`src/rtl/micro_pkg.sv`:
```
// Shared constants, types and field helpers for the next-address control stage.
package micro_pkg;

  localparam int UADDR_W     = 12;
  localparam int CNT_W       = 8;
  localparam int STACK_DEPTH = 4;
  localparam int UWORD_W     = 28;
  localparam int COND_W      = 7;

  // Bit positions of the sequencing slice inside a microword.
  localparam int NC_LSB       = 0;
  localparam int COND_SEL_LSB = 3;
  localparam int COND_POL_BIT = 6;
  localparam int LD_CNT_BIT   = 7;
  localparam int BR_ADDR_LSB  = 8;
  localparam int CNT_VAL_LSB  = 20;

  typedef enum logic [1:0] {
    SEQ_NEXT = 2'd0,
    SEQ_JUMP = 2'd1,
    SEQ_CALL = 2'd2,
    SEQ_RET  = 2'd3
  } seq_op_e;

  typedef enum logic [2:0] {
    NC_CONT  = 3'd0,
    NC_CJUMP = 3'd1,
    NC_CCALL = 3'd2,
    NC_CRET  = 3'd3,
    NC_LOOP  = 3'd4,
    NC_WAIT  = 3'd5,
    NC_RSV6  = 3'd6,
    NC_RSV7  = 3'd7
  } next_ctl_e;

  typedef struct packed {
    logic [CNT_W-1:0]   cnt_val;
    logic [UADDR_W-1:0] br_addr;
    logic               ld_cnt;
    logic               cond_pol;
    logic [2:0]         cond_sel;
    next_ctl_e          next_ctl;
  } uword_t;

  // Split a raw microword slice into its named fields.
  function automatic uword_t unpack_uword(input logic [UWORD_W-1:0] raw);
    uword_t w;
    w.next_ctl = next_ctl_e'(raw[NC_LSB +: 3]);
    w.cond_sel = raw[COND_SEL_LSB +: 3];
    w.cond_pol = raw[COND_POL_BIT];
    w.ld_cnt   = raw[LD_CNT_BIT];
    w.br_addr  = raw[BR_ADDR_LSB +: UADDR_W];
    w.cnt_val  = raw[CNT_VAL_LSB +: CNT_W];
    return w;
  endfunction

  // Selected condition flag; select 0 is the constant-true condition.
  function automatic logic cond_test(input logic [2:0] sel, input logic [COND_W:1] flags);
    logic [COND_W:0] ext;
    ext = {flags, 1'b1};
    return ext[sel];
  endfunction

endpackage

```
`src/rtl/micro_loop_counter.sv`:
```
// Loop counter: load has priority over decrement, decrement stops at zero.
module micro_loop_counter
  import micro_pkg::*;
(
  input  logic             clock,
  input  logic             reset,
  input  logic             load_i,
  input  logic [CNT_W-1:0] load_val_i,
  input  logic             dec_i,
  output logic [CNT_W-1:0] cnt_o,
  output logic             zero_o
);

  localparam logic [CNT_W-1:0] CNT_ZERO = {CNT_W{1'b0}};
  localparam logic [CNT_W-1:0] CNT_ONE  = {{(CNT_W-1){1'b0}}, 1'b1};

  logic [CNT_W-1:0] cnt_q;
  logic [CNT_W-1:0] cnt_d;

  // Next count: load wins, otherwise decrement when asked and non-zero.
  always_comb begin
    cnt_d = cnt_q;
    if (load_i) begin
      cnt_d = load_val_i;
    end else if (dec_i && (cnt_q != CNT_ZERO)) begin
      cnt_d = cnt_q - CNT_ONE;
    end else begin
      cnt_d = cnt_q;
    end
  end

  // Count register with synchronous reset.
  always_ff @(posedge clock) begin
    if (reset) begin
      cnt_q <= CNT_ZERO;
    end else begin
      cnt_q <= cnt_d;
    end
  end

  assign cnt_o  = cnt_q;
  assign zero_o = (cnt_q == CNT_ZERO);

endmodule

```
`src/rtl/micro_next_addr.sv`:
```
// Next-address control stage: microprogram pipeline register, branch decode,
// loop counter, wait-on-condition and call-depth/illegal-code error tracking.
module micro_next_addr
  import micro_pkg::*;
(
  input  logic               clock,
  input  logic               reset,
  input  logic [UWORD_W-1:0] uword,
  input  logic [UADDR_W-1:0] seq_y,
  input  logic [COND_W:1]    cond_in,
  output logic [1:0]         seq_op,
  output logic [UADDR_W-1:0] seq_din,
  output logic [UADDR_W-1:0] upc,
  output logic [CNT_W-1:0]   cnt,
  output logic               stk_err,
  output logic               ill_op
);

  localparam logic [2:0] DEPTH_MAX  = 3'(STACK_DEPTH);
  localparam logic [2:0] DEPTH_ZERO = 3'd0;
  localparam logic [2:0] DEPTH_ONE  = 3'd1;

  logic [UWORD_W-1:0] pr_q;
  logic [UADDR_W-1:0] upc_q;
  logic [2:0]         depth_q;
  logic [2:0]         depth_d;
  logic               stk_err_q;
  logic               stk_err_d;
  logic               ill_op_q;
  logic               ill_op_d;

  uword_t             pr_s;
  seq_op_e            op_s;
  logic [UADDR_W-1:0] seq_din_s;
  logic               taken_s;
  logic               loop_dec_s;
  logic               ill_seen_s;
  logic               cnt_zero_s;
  logic [CNT_W-1:0]   cnt_s;

  assign pr_s    = unpack_uword(pr_q);
  assign taken_s = cond_test(pr_s.cond_sel, cond_in) ^ pr_s.cond_pol;

  // Pipeline register: capture the fetched word and its address every cycle.
  always_ff @(posedge clock) begin
    if (reset) begin
      pr_q  <= {UWORD_W{1'b0}};
      upc_q <= {UADDR_W{1'b0}};
    end else begin
      pr_q  <= uword;
      upc_q <= seq_y;
    end
  end

  // Decode the executing word into a sequencer op and branch address.
  always_comb begin
    op_s       = SEQ_NEXT;
    loop_dec_s = 1'b0;
    ill_seen_s = 1'b0;
    case (pr_s.next_ctl)
      NC_CONT:  op_s = SEQ_NEXT;
      NC_CJUMP: op_s = taken_s ? SEQ_JUMP : SEQ_NEXT;
      NC_CCALL: op_s = taken_s ? SEQ_CALL : SEQ_NEXT;
      NC_CRET:  op_s = taken_s ? SEQ_RET  : SEQ_NEXT;
      NC_LOOP: begin
        if (!cnt_zero_s) begin
          op_s       = SEQ_JUMP;
          loop_dec_s = 1'b1;
        end else begin
          op_s       = SEQ_NEXT;
        end
      end
      // Not yet satisfied: jump back to our own address to refetch this word.
      NC_WAIT:  op_s = taken_s ? SEQ_NEXT : SEQ_JUMP;
      NC_RSV6, NC_RSV7: begin
        op_s       = SEQ_NEXT;
        ill_seen_s = 1'b1;
      end
      default: begin
        op_s       = SEQ_NEXT;
        ill_seen_s = 1'b1;
      end
    endcase
    seq_din_s = (pr_s.next_ctl == NC_WAIT) ? upc_q : pr_s.br_addr;
  end

  // Track call depth; over/underflow is flagged but the op still goes out.
  always_comb begin
    depth_d   = depth_q;
    stk_err_d = stk_err_q;
    ill_op_d  = ill_op_q | ill_seen_s;
    case (op_s)
      SEQ_CALL: begin
        if (depth_q == DEPTH_MAX) begin
          stk_err_d = 1'b1;
        end else begin
          depth_d = depth_q + DEPTH_ONE;
        end
      end
      SEQ_RET: begin
        if (depth_q == DEPTH_ZERO) begin
          stk_err_d = 1'b1;
        end else begin
          depth_d = depth_q - DEPTH_ONE;
        end
      end
      default: depth_d = depth_q;
    endcase
  end

  // Depth and sticky error flags.
  always_ff @(posedge clock) begin
    if (reset) begin
      depth_q   <= DEPTH_ZERO;
      stk_err_q <= 1'b0;
      ill_op_q  <= 1'b0;
    end else begin
      depth_q   <= depth_d;
      stk_err_q <= stk_err_d;
      ill_op_q  <= ill_op_d;
    end
  end

  micro_loop_counter u_loop_counter (
    .clock      (clock),
    .reset      (reset),
    .load_i     (pr_s.ld_cnt),
    .load_val_i (pr_s.cnt_val),
    .dec_i      (loop_dec_s),
    .cnt_o      (cnt_s),
    .zero_o     (cnt_zero_s)
  );

  assign seq_op  = op_s;
  assign seq_din = seq_din_s;
  assign upc     = upc_q;
  assign cnt     = cnt_s;
  assign stk_err = stk_err_q;
  assign ill_op  = ill_op_q;

endmodule

```
`config.mk`:
```
export PLATFORM = sky130hd
export DESIGN_NAME = micro_next_addr
export DESIGN_NICKNAME = d
export VERILOG_FILES = /design/src/rtl/micro_pkg.sv /design/src/rtl/micro_loop_counter.sv /design/src/rtl/micro_next_addr.sv
export SDC_FILE = /design/constraint.sdc
export NUM_CORES = 1
export LEC_CHECK = 0
export ABC_AREA = 1
export CAP_MARGIN = 30
export CORE_ASPECT_RATIO = 1.25
export CORE_MARGIN = 2
export CORE_UTILIZATION = 47
export DETAILED_ROUTE_END_ITERATION = 8
export GPL_ROUTABILITY_DRIVEN = 0
export PLACE_DENSITY = 0.83
export SYNTH_ARGS = -nofsm -noshare
export SYNTH_HDL_FRONTEND = slang
export SYNTH_SLANG_ARGS = --single-unit
```
`constraint.sdc`:
```
create_clock -name clock -period 2.55 [get_ports clock]
set_input_delay 0.51 -clock clock [delete_from_list [all_inputs] [get_ports clock]]
set_output_delay 0.51 -clock clock [all_outputs]
set_load 0.05 [all_outputs]
```
==> results of run 1 <==
-- metrics by stage --
stage	setup WS, ns	area, sq um
final	0.101	3400
after global routing	0.0237	3400
after CTS	0.00289	3390
after detailed placement	0.0119	3270
after global placement	0.0422	3270
after floorplan	0.169	2220
-- worst paths after layout --
check | end | startpoint | slack [ns]
max | seq_op[0] | cond_in[4] | 0.10
min | u_loop_counter.cnt_o[0]$_SDFFE_PP0P_ | pr_q[20]$_SDFF_PP0_ | 0.47
max reg2reg | depth_q[2]$_SDFFE_PP0P_ | pr_q[5]$_SDFF_PP0_ | 0.68
min reg2reg | u_loop_counter.cnt_o[0]$_SDFFE_PP0P_ | pr_q[20]$_SDFF_PP0_ | 0.47
-- worst register-to-register path: stages, from the launching register on --
cell and delay, ns:
dfxtp_1 0.42, inv_2 0.07, nand2_1 0.06, nand3_1 0.07
nand3_2 0.10, nand2_2 0.06, nand2_4 0.08, nand3_2 0.11
fa_1 0.41, nand4_1 0.12, nand2_2 0.08, a21oi_1 0.14
nor2_1 0.05
-- sequential cells by signal (all words and copies together), names as in the netlist --
name / cells
ill_op: 1
stk_err: 1
pr_q: 28
depth_q: 3
upc: 12
u_loop_counter.cnt_o: 8
-- cells in the final DEF, fill, tap and decap left out --
master / n
and2_4: 1
nand2_1: 26
clkbuf_1: 1
dfxtp_1: 53
o21ai_0: 6
inv_1: 67
clkbuf_8: 6
a21oi_1: 7
inv_2: 1
buf_4: 1
nand2_2: 6
a21oi_2: 1
xor2_1: 5
bufinv_16: 1
nor3_2: 1
o211ai_1: 1
o221ai_1: 1
o2111ai_2: 1
nor2_1: 55
ha_1: 2
a31oi_1: 2
nor3_1: 3
nand2_4: 1
nand3b_1: 2
nand3_1: 9
nand4_1: 4
buf_12: 15
nand3_2: 4
o21ai_1: 1
o21ai_2: 1
fa_1: 1
mux2_2: 12
clkdlybuf4s50_1: 70
nor3_4: 1
-- cells by family (layout without fill, tap and decap cells) --
kind of cell | count (synthesis) | in the layout | share of synthesized area, %
flip-flops | 53 | 53 | 47.9
AND/OR/NAND/NOR | 113 | 113 | 23.8
XOR/XNOR | 5 | 5 | 1.98
AO/OA/AOI/OAI | 21 | 21 | 5.64
multiplexers | 12 | 12 | 6.09
adder cells (fa/ha/maj) | 3 | 3 | 2.03
buffers and inverters | 74 | 162 | 12.6
-- routing by layer --
layer	vias up	share of wire [%]
li1	1016	-
met1	856	36
met3	4	11
met5	-	0
met4	0	0.97
met2	69	52
-- cell type report --
type | count | area [sq um]
inverters | 68 | 255
repair buffers | 86 | 1010
multi-input cells | 154 | 883
well taps | 58 | 72.6
fillers | 347 | 1060
flip-flops and latches | 53 | 1060
clock buffers | 7 | 86.3
clock inverters | 1 | 30.0
-- what timing repair did --
item / CTS / global route
gates resized for setup: 0 / 1
buffers inserted: 0 / 0
endpoints found under the setup margin: 0 / 1
-- synthesized netlist by cell type --
library cell / instances / area (sq um)
inv_1: 67 / 251
nor2_1: 55 / 206
dfxtp_1: 53 / 1060
nand2_1: 26 / 97.6
mux2_2: 12 / 135
nand3_1: 9 / 45.0
a21oi_1: 7 / 35.0
nand2_2: 6 / 37.5
o21ai_0: 6 / 30.0
clkbuf_1: 5 / 18.8
xor2_1: 5 / 43.8
nand3_2: 4 / 40.0
nand4_1: 4 / 25.0
nor3_1: 3 / 15.0
a31oi_1: 2 / 12.5
ha_1: 2 / 25.0
nand3b_1: 2 / 15.0
a21oi_2: 1 / 8.76
and2_4: 1 / 8.76
buf_2: 1 / 5.00
fa_1: 1 / 20.0
inv_2: 1 / 3.75
nand2_4: 1 / 11.3
nor3_2: 1 / 10.0
nor3_4: 1 / 16.3
o2111ai_1: 1 / 8.76
o211ai_1: 1 / 7.51
o21ai_1: 1 / 5.00
o21ai_2: 1 / 8.76
o221ai_1: 1 / 8.76
-- power breakdown --
part           total (mW)  switching (mW)  internal, mW
sequential          0.902          0.0276         0.874
clock               0.580           0.260         0.320
combinational       0.493           0.268         0.225
==> metrics.md, run 1 <==
| Metric | Value |
|---|---|
| Post-Syn Instances | `281` |
| GR Layer Usage met1 | `18.9%` |
| Crit. End Element | `primary output` |
| Total Power | `1.98 mW` |
| Fmax | `408 MHz` |
| Total grt overflow | `0` |
| FF+latch count, synth | `53` |
| Area Overhead vs Synth | `53.2%` |
| Worst Path Arrival | `1.94 ns` |
| Pleak | `1.62 nW` |
| WHS Path Cells | `2` |
| Syn nets | `333` |
| DRC | `0` |
| First-pass GRT wire length | `8.18 mm` |
| Hold_buf cts | `0` |
| Final nets | `420` |
| Average vias per placed instance | `4.56` |
| Vias in the first global route | `2,003` |
| Via count | `1,945` |
| Clock root cell | `clkbuf_8` |
| RSZ-0062 raised after global routing | `false` |
| Final worst-path cycle share | `96.0%` |
| Tmin final | `2.45 ns` |
| Cell Area, Synth | `0.00222 sq mm` |
| WP depth | `9` |
| TritonCTS buffer count | `5` |
| Pin count of the biggest net entering global routing | `33` |
| Crit path kind | `in2out` |
| Starting density of the core | `49.7%` |
| HP Class | `reg2reg` |
| Layout cells sized above 1 | `14.4%` |
| Synthesized area per cell | `7.89 sq um` |
| Die width | `65.4 um` |
| Post-route ant nets | `0` |
| CTS sink cnt | `53` |
| Routed len/inst | `11.2 um` |
| Max-slew violation total from the final report | `0` |
| Clock Path Buffers | `2` |
| Yosys warns | `0` |
| Core Util, Final | `76.2%` |
| Final hold slack | `0.473 ns` |
| Register area share after synthesis | `47.9%` |
| Slowest stage cell, crit path | `clkdlybuf4s50_1` |
| CP required | `2.04 ns` |
| Largest stage delay on the critical path | `0.45 ns` |
| Die ar. | `0.00529 sq mm` |
| GR Util met3 | `9.70%` |
| Initial antenna violation count | `0` |
| Peak VDD IR | `422 uV` |
| Most used cell, CP | `nand2_2` |
| I/O pin cnt | `85` |
| Drt pass-1 iters | `4` |
| Yosys cell types | `30` |
| CP max FO | `5` |
| Worst path cell trace | `clkdlybuf4s50_1, nor2_1, a21oi_1, nand2_2, nand2_2, nand2_4, and2_4, o2111ai_2, buf_12` |
| H-tree Lvls | `2` |
| ANT cells | `0` |
| Global routing's busiest layer | `met2` |
| Die Y | `80.8 um` |
| Bufs and invs on worst path | `2` |
| Worst clock skew | `0.00255 ns` |
| Slew @ Worst Pin | `0.566 ns` |
| Met2 Track Usage GR | `36.2%` |
| Status | `finished clean` |
| Final Hold Violating Endpoints | `0` |
| All-layer global routing usage | `20.0%` |
| Max-cap violations | `0` |
| Slew headroom | `62.1%` |
| Finished Layout Cells | `427` |
| Critical path launch point type | `primary input` |
| Top delay family on crit path | `buffers and inverters` |
| Clock Latency Late Sink | `0.30 ns` |
| Port Buffer Count | `84` |
| CTS tree | `built` |
| Reg2Reg Depth | `12` |
| Final wirelength | `4.77 mm` |
| DPL Wire Length | `3.81 mm` |
| Endpoints failing setup | `0` |
| Setup TNS | `0 ns` |
| Core area | `0.00446 sq mm` |
| Power Density | `581 mW/mm^2` |
| Core Rows | `27` |
| Placed Instances | `419` |
| Worst-path clk slew | `0.09 ns` |
| Iteration-0 DRC Markers | `114` |
Power figures use the tool's default switching activity.
==> run 2: changes to the inputs <==
--- a/config.mk
+++ b/config.mk
@@ -9,10 +9,10 @@
 export CAP_MARGIN = 30
 export CORE_ASPECT_RATIO = 1.25
 export CORE_MARGIN = 2
-export CORE_UTILIZATION = 47
+export CORE_UTILIZATION = 35
 export DETAILED_ROUTE_END_ITERATION = 8
 export GPL_ROUTABILITY_DRIVEN = 0
-export PLACE_DENSITY = 0.83
+export PLACE_DENSITY = 0.64
 export SYNTH_ARGS = -nofsm -noshare
 export SYNTH_HDL_FRONTEND = slang
 export SYNTH_SLANG_ARGS = --single-unit
==> metrics.md, run 2 (same netlist as run 1, synthesis figures left out) <==
| Metric | Value |
|---|---|
| Average vias per placed instance | `4.15 (was 4.56)` |
| Worst R2R Start | `pr_q[5]$_SDFF_PP0_ (unchanged)` |
| I/O pin cnt | `85 (unchanged)` |
| Sw Pwr | `0.560 mW (was 0.556 mW)` |
| Die width | `75.2 um (was 65.4 um)` |
| Crit. End Element | `primary output (unchanged)` |
| Internal | `1.30 mW (was 1.42 mW)` |
| Status | `finished clean (unchanged)` |
| ANT cells | `0 (unchanged)` |
| Number of fill cells in the layout | `605 (was 347)` |
| Placed Area | `0.00332 sq mm (was 0.00327 sq mm)` |
| Reg2Reg Depth | `12 (unchanged)` |
| Final worst-path cycle share | `96.1% (was 96.0%)` |
| Largest register FFs | `28 (unchanged)` |
| Final instance area | `0.00342 sq mm (was 0.00340 sq mm)` |
| CTS sink cnt | `53 (unchanged)` |
| Die ar. | `0.00699 sq mm (was 0.00529 sq mm)` |
| CTS tree | `built (unchanged)` |
| WHS Path Cells | `2 (unchanged)` |
| Peak VDD IR | `301 uV (was 422 uV)` |
| CP max FO | `5 (unchanged)` |
| DPL Wire Length | `3.68 mm (was 3.81 mm)` |
| Endpoints failing setup | `0 (unchanged)` |
| Net switching fraction of the power | `30.2% (was 28.1%)` |
| Slew headroom | `63.5% (was 62.1%)` |
| Area Overhead vs Synth | `54.1% (was 53.2%)` |
| Layout cells sized above 1 | `15.1% (was 14.4%)` |
| Worst clock skew | `0.00554 ns (was 0.00255 ns)` |
| All-layer global routing usage | `14.7% (was 20.0%)` |
| Pin count of the biggest net entering global routing | `29 (was 33)` |
| Hold Path Sink | `u_loop_counter.cnt_o[2]$_SDFFE_PP0P_ (was u_loop_counter.cnt_o[0]$_SDFFE_PP0P_)` |
| Drt pass-1 iters | `4 (unchanged)` |
| Clk network pwr share | `24.8% (was 29.4%)` |
| Part of the power in combinational logic | `26.7% (was 25.0%)` |
| Final wirelength | `4.62 mm (was 4.77 mm)` |
| Core Rows | `32 (was 27)` |
| Max-cap violations | `0 (unchanged)` |
| Crit path kind | `in2out (unchanged)` |
| Worst-path clk slew | `0.09 ns (about the same)` |
| Register area | `0.00106 sq mm (unchanged)` |
| Starting density of the core | `36.0% (was 49.7%)` |
| DRC | `0 (unchanged)` |
| Total grt overflow | `0 (unchanged)` |
| Clock root cell | `clkbuf_8 (unchanged)` |
| Power Density | `544 mW/mm^2 (was 581 mW/mm^2)` |
| Commonest non-fill, non-tap cells in the layout | `clkdlybuf4s50_1, inv_1, nor2_1 (unchanged)` |
| Final Worst Setup Slack | `0.0984 ns (was 0.101 ns)` |
| Via count | `1,898 (was 1,945)` |
| Most common cell after layout, fill and taps aside | `clkdlybuf4s50_1 (unchanged)` |
| Slew @ Worst Pin | `0.543 ns (was 0.566 ns)` |
| Final nets | `423 (was 420)` |
| Fmax | `408 MHz (about the same)` |
| Die Y | `93.0 um (was 80.8 um)` |
| CP required | `2.04 ns (about the same)` |
| R2R Path End | `depth_q[2]$_SDFFE_PP0P_ (unchanged)` |
| Routed len/inst | `10.1 um (was 11.2 um)` |
| Critical path launch point type | `primary input (unchanged)` |
| Iteration-0 DRC Markers | `69 (was 114)` |
| Initial antenna violation count | `0 (unchanged)` |
| Port Buffer Count | `84 (unchanged)` |
| HP Class | `reg2reg (unchanged)` |
| Hold_buf cts | `0 (unchanged)` |
| RSZ-0062 raised after global routing | `true (was false)` |
| Reg power frac | `48.5% (was 45.7%)` |
| Post-route ant nets | `0 (unchanged)` |
| Post-CTS Resized | `0 (unchanged)` |
| Setup bufs post-CTS | `0 (unchanged)` |
| Final Hold Violating Endpoints | `0 (unchanged)` |
| Setup slack at placement | `0.0279 ns (was 0.0119 ns)` |
| Largest Register | `pr_q (unchanged)` |
| Vias in the first global route | `1,857 (was 2,003)` |
| Tmin final | `2.45 ns (about the same)` |
| Clock Latency Late Sink | `0.30 ns (about the same)` |
| Flop2flop setup slack | `0.65 ns (was 0.68 ns)` |
| H-tree Lvls | `2 (unchanged)` |
| TritonCTS buffer count | `5 (unchanged)` |
| Core area | `0.00617 sq mm (was 0.00446 sq mm)` |
| Pleak | `1.61 nW (was 1.62 nW)` |
| Area of the multi-input gates | `891 sq um (was 883 sq um)` |
| Hold_sp | `pr_q[22]$_SDFF_PP0_ (was pr_q[20]$_SDFF_PP0_)` |
| First-pass GRT wire length | `8.00 mm (was 8.18 mm)` |
| Max-slew violation total from the final report | `0 (unchanged)` |
| Clock Path Buffers | `2 (unchanged)` |
| Worst Path Arrival | `1.94 ns (about the same)` |
==> run 2: changes by cell type in the layout (fill, tap and decap cells not counted) <==
cell	previous run	this run
buf_12	15	14
o21ai_4	0	1
buf_4	1	5
clkinvlp_4	0	1
clkbuf_1	1	2
o21ai_2	1	0
inv_2	1	2
bufinv_16	1	0
inv_1	67	66
clkbuf_8	6	5
==> run 2: layer usage <==
metal | part of all wire (%) | vias up | global-route usage, %
met1 | 40 | 800 | 16.8
met5 | 0 | - | 0
li1 | - | 1023 | -
met4 | 1.3 | 0 | 4.39
met3 | 13 | 5 | 9.38
met2 | 45 | 70 | 22.4
==> run 2: worst max-delay path by stage <==
stage | from | endpoint
finish | cond_in[4] | seq_op[1]
floorplan | cond_in[4] | seq_op[0]
detailed placement | cond_in[4] | seq_op[0]
global route | cond_in[4] | seq_op[0]
CTS | cond_in[4] | seq_op[0]
global placement | cond_in[4] | seq_op[0]
==> run 2: power by group through the flow <==
stage	Combinational (mW)	Clock (mW)	Sequential, mW
after CTS	0.495	0.485	0.902
after floorplan	0.207	0	0.990
after global placement	0.491	0	0.921
after detailed placement	0.494	0	0.921
after global routing	0.538	0.511	0.909
final	0.495	0.461	0.901
==> run 2: critical path, stage by stage <==
cell and delay [ns]:
clkdlybuf4s50_1 0.45, nor2_1 0.04, a21oi_1 0.17, nand2_2 0.09
nand2_2 0.08, nand2_4 0.06, and2_4 0.15, buf_4 0.14
o21ai_4 0.06, inv_2 0.06, buf_12 0.14
==> run 2: area by class of cell <==
cell class,instances,share of cell area [%]
Sequential cell,53,31.1
Timing Repair Buffer,89,29.8
Multi-Input combinational cell,154,26.1
Inverter,68,7.47
Tap cell,85,3.11
Clock buffer,7,2.23
Clock inverter,1,0.220
==> run 2: metrics by stage <==
stage               total power, mW  std cells  hold slack (ns)  TNS (ns)  util [%]
finish                         1.86        457            0.472         0      55.4
global route                   1.96        457            0.486   -0.0163      55.4
CTS                            1.88        457            0.474         0      55.2
detailed placement             1.42        449            0.461         0      53.8
global placement               1.41        449            0.455         0      53.8
floorplan                      1.20        281            0.452         0         -
==> run 3: changes to the inputs <==
==> constraint.sdc (replaced) <==
create_clock -name clock -period 2.8 [get_ports clock]
set_input_delay 0.56 -clock clock [delete_from_list [all_inputs] [get_ports clock]]
set_output_delay 0.56 -clock clock [all_outputs]
set_load 0.05 [all_outputs]
==> metrics.md, run 3 (same netlist as run 1, synthesis figures left out) <==
| Metric | Value |
|---|---|
| Status | `finished clean (unchanged)` |
| Port Buffer Count | `84 (unchanged)` |
| CTS tree | `built (unchanged)` |
| Tmin final | `2.65 ns` |
| Setup TNS | `0 ns (unchanged)` |
| Clock Path Buffers | `2 (unchanged)` |
| Most common cell after layout, fill and taps aside | `clkdlybuf4s50_1 (unchanged)` |
| Max-cap violations | `0 (unchanged)` |
| Pleak | `1.57 nW (was 1.61 nW)` |
| Starting density of the core | `36.0% (unchanged)` |
| RSZ-0062 raised after global routing | `false (was true)` |
| ANT cells | `0 (unchanged)` |
| CP required | `2.24 ns (was 2.04 ns)` |
| Via count | `1,895 (was 1,898)` |
| Largest Register | `pr_q (unchanged)` |
| Post-route ant nets | `0 (unchanged)` |
| Hold_sp | `pr_q[20]$_SDFF_PP0_ (was pr_q[22]$_SDFF_PP0_)` |
| Pin count of the biggest net entering global routing | `30 (was 29)` |
| Slew headroom | `65.4% (was 63.5%)` |
| Worst clock skew | `0.00704 ns (was 0.00554 ns)` |
| Crit path kind | `in2out (unchanged)` |
| Setup crit start | `cond_in[4] (unchanged)` |
| Die Y | `93.0 um (unchanged)` |
| Average vias per placed instance | `4.16 (was 4.15)` |
| DRC | `0 (unchanged)` |
| Hold_buf cts | `0 (unchanged)` |
| Max-slew violation total from the final report | `0 (unchanged)` |
| Layout cells sized above 1 | `14.6% (was 15.1%)` |
| Commonest non-fill, non-tap cells in the layout | `clkdlybuf4s50_1, inv_1, nor2_1 (unchanged)` |
| Die width | `75.2 um (unchanged)` |
| Power Density | `511 mW/mm^2 (was 544 mW/mm^2)` |
| All-layer global routing usage | `14.0% (was 14.7%)` |
| Vias in the first global route | `1,800 (was 1,857)` |
| Worst-path clk slew | `0.10 ns (was 0.09 ns)` |
| Worst R2R Start | `pr_q[5]$_SDFF_PP0_ (unchanged)` |
| Drt pass-1 iters | `4 (unchanged)` |
| Clock Latency Late Sink | `0.30 ns (about the same)` |
| Post-CTS Resized | `0 (unchanged)` |
| Routed len/inst | `10.0 um (was 10.1 um)` |
| TritonCTS buffer count | `5 (unchanged)` |
| Total Power | `1.67 mW (was 1.86 mW)` |
| HP Class | `reg2reg (unchanged)` |
| Core area | `0.00617 sq mm (unchanged)` |
| I/O pin cnt | `85 (unchanged)` |
| Area Overhead vs Synth | `47.4% (was 54.1%)` |
| Final Hold Violating Endpoints | `0 (unchanged)` |
| DPL Wire Length | `3.68 mm (about the same)` |
| Initial antenna violation count | `0 (unchanged)` |
| WHS Path Cells | `2 (unchanged)` |
| Endpoints failing setup | `0 (unchanged)` |
| Die ar. | `0.00699 sq mm (unchanged)` |
| Final worst-path cycle share | `94.7%` |
| Final nets | `421 (was 423)` |
| Largest register FFs | `28 (unchanged)` |
| Fmax | `377 MHz` |
| First-pass GRT wire length | `7.72 mm (was 8.00 mm)` |
| Reg2Reg Depth | `12 (unchanged)` |
| Iteration-0 DRC Markers | `57 (was 69)` |
| Total grt overflow | `0 (unchanged)` |
| CTS sink cnt | `53 (unchanged)` |
| Peak VDD IR | `234 uV (was 301 uV)` |
| Slew @ Worst Pin | `0.518 ns (was 0.543 ns)` |
| Clock root cell | `clkbuf_8 (unchanged)` |
| Worst Path Arrival | `2.09 ns (was 1.94 ns)` |
| Setup bufs post-CTS | `0 (unchanged)` |
| CP max FO | `5 (unchanged)` |
| Critical path launch point type | `primary input (unchanged)` |
| H-tree Lvls | `2 (unchanged)` |
| Final wirelength | `4.56 mm (was 4.62 mm)` |
| Crit. End Element | `primary output (unchanged)` |
| Core Rows | `32 (unchanged)` |
[run 3: cell types whose count changed in the layout (fill, tap and decap cells not counted)]
cell       previous run  this run
o21ai_2               0         1
buf_4                 5        13
inv_2                 2         1
o2111ai_1             0         1
clkinv_2              0         1
inv_6                 0         1
o21ai_4               1         0
o2111ai_2             1         0
clkbuf_1              2         0
buf_12               14         4
inv_1                66        67
[run 3: power breakdown]
part | switching (mW) | total, mW | internal (mW)
sequential | 0.0250 | 0.821 | 0.796
combinational | 0.236 | 0.417 | 0.181
clock | 0.254 | 0.432 | 0.178
[run 3: final cells by class]
class | count | area (sq um)
clock buffers | 5 | 68.8
clock inverters | 3 | 21.3
fillers | 630 | 2900
inverters | 68 | 255
multi-input cells | 154 | 877
flip-flops and latches | 53 | 1060
well taps | 85 | 106
repair buffers | 87 | 878
[run 3: metrics by stage]
step	setup slack [ns]	util (%)	std cells	hold slack (ns)	cell area, sq um
global route	0.0283	53.0	455	0.506	3270
floorplan	0.319	-	281	0.452	2220
detailed placement	0.154	51.5	447	0.462	3180
global placement	0.188	51.5	447	0.456	3180
finish	0.149	53.0	455	0.473	3270
CTS	0.148	53.0	455	0.477	3270
[run 3: final timing paths]
check	endpoint	slack, ns
max	seq_op[0]	0.15
min reg2reg	u_loop_counter.cnt_o[0]$_SDFFE_PP0P_	0.47
max reg2reg	depth_q[2]$_SDFFE_PP0P_	0.92
min	u_loop_counter.cnt_o[0]$_SDFFE_PP0P_	0.47
[run 3: per-layer routing]
layer	part of all wire (%)	track usage [%]	up-vias
met5	0	0	-
met4	0.83	3.95	0
met3	12	7.65	4
met2	46	22.4	64
met1	41	15.8	809
li1	-	-	1018
[run 3: critical path, cell delays in order]
cell and delay, ns:
clkdlybuf4s50_1 0.46, nor2_1 0.04, a21oi_1 0.16, nand2_2 0.09, nand2_2 0.09, nand2_4 0.06, and2_4 0.16, o2111ai_1 0.30
buf_12 0.18
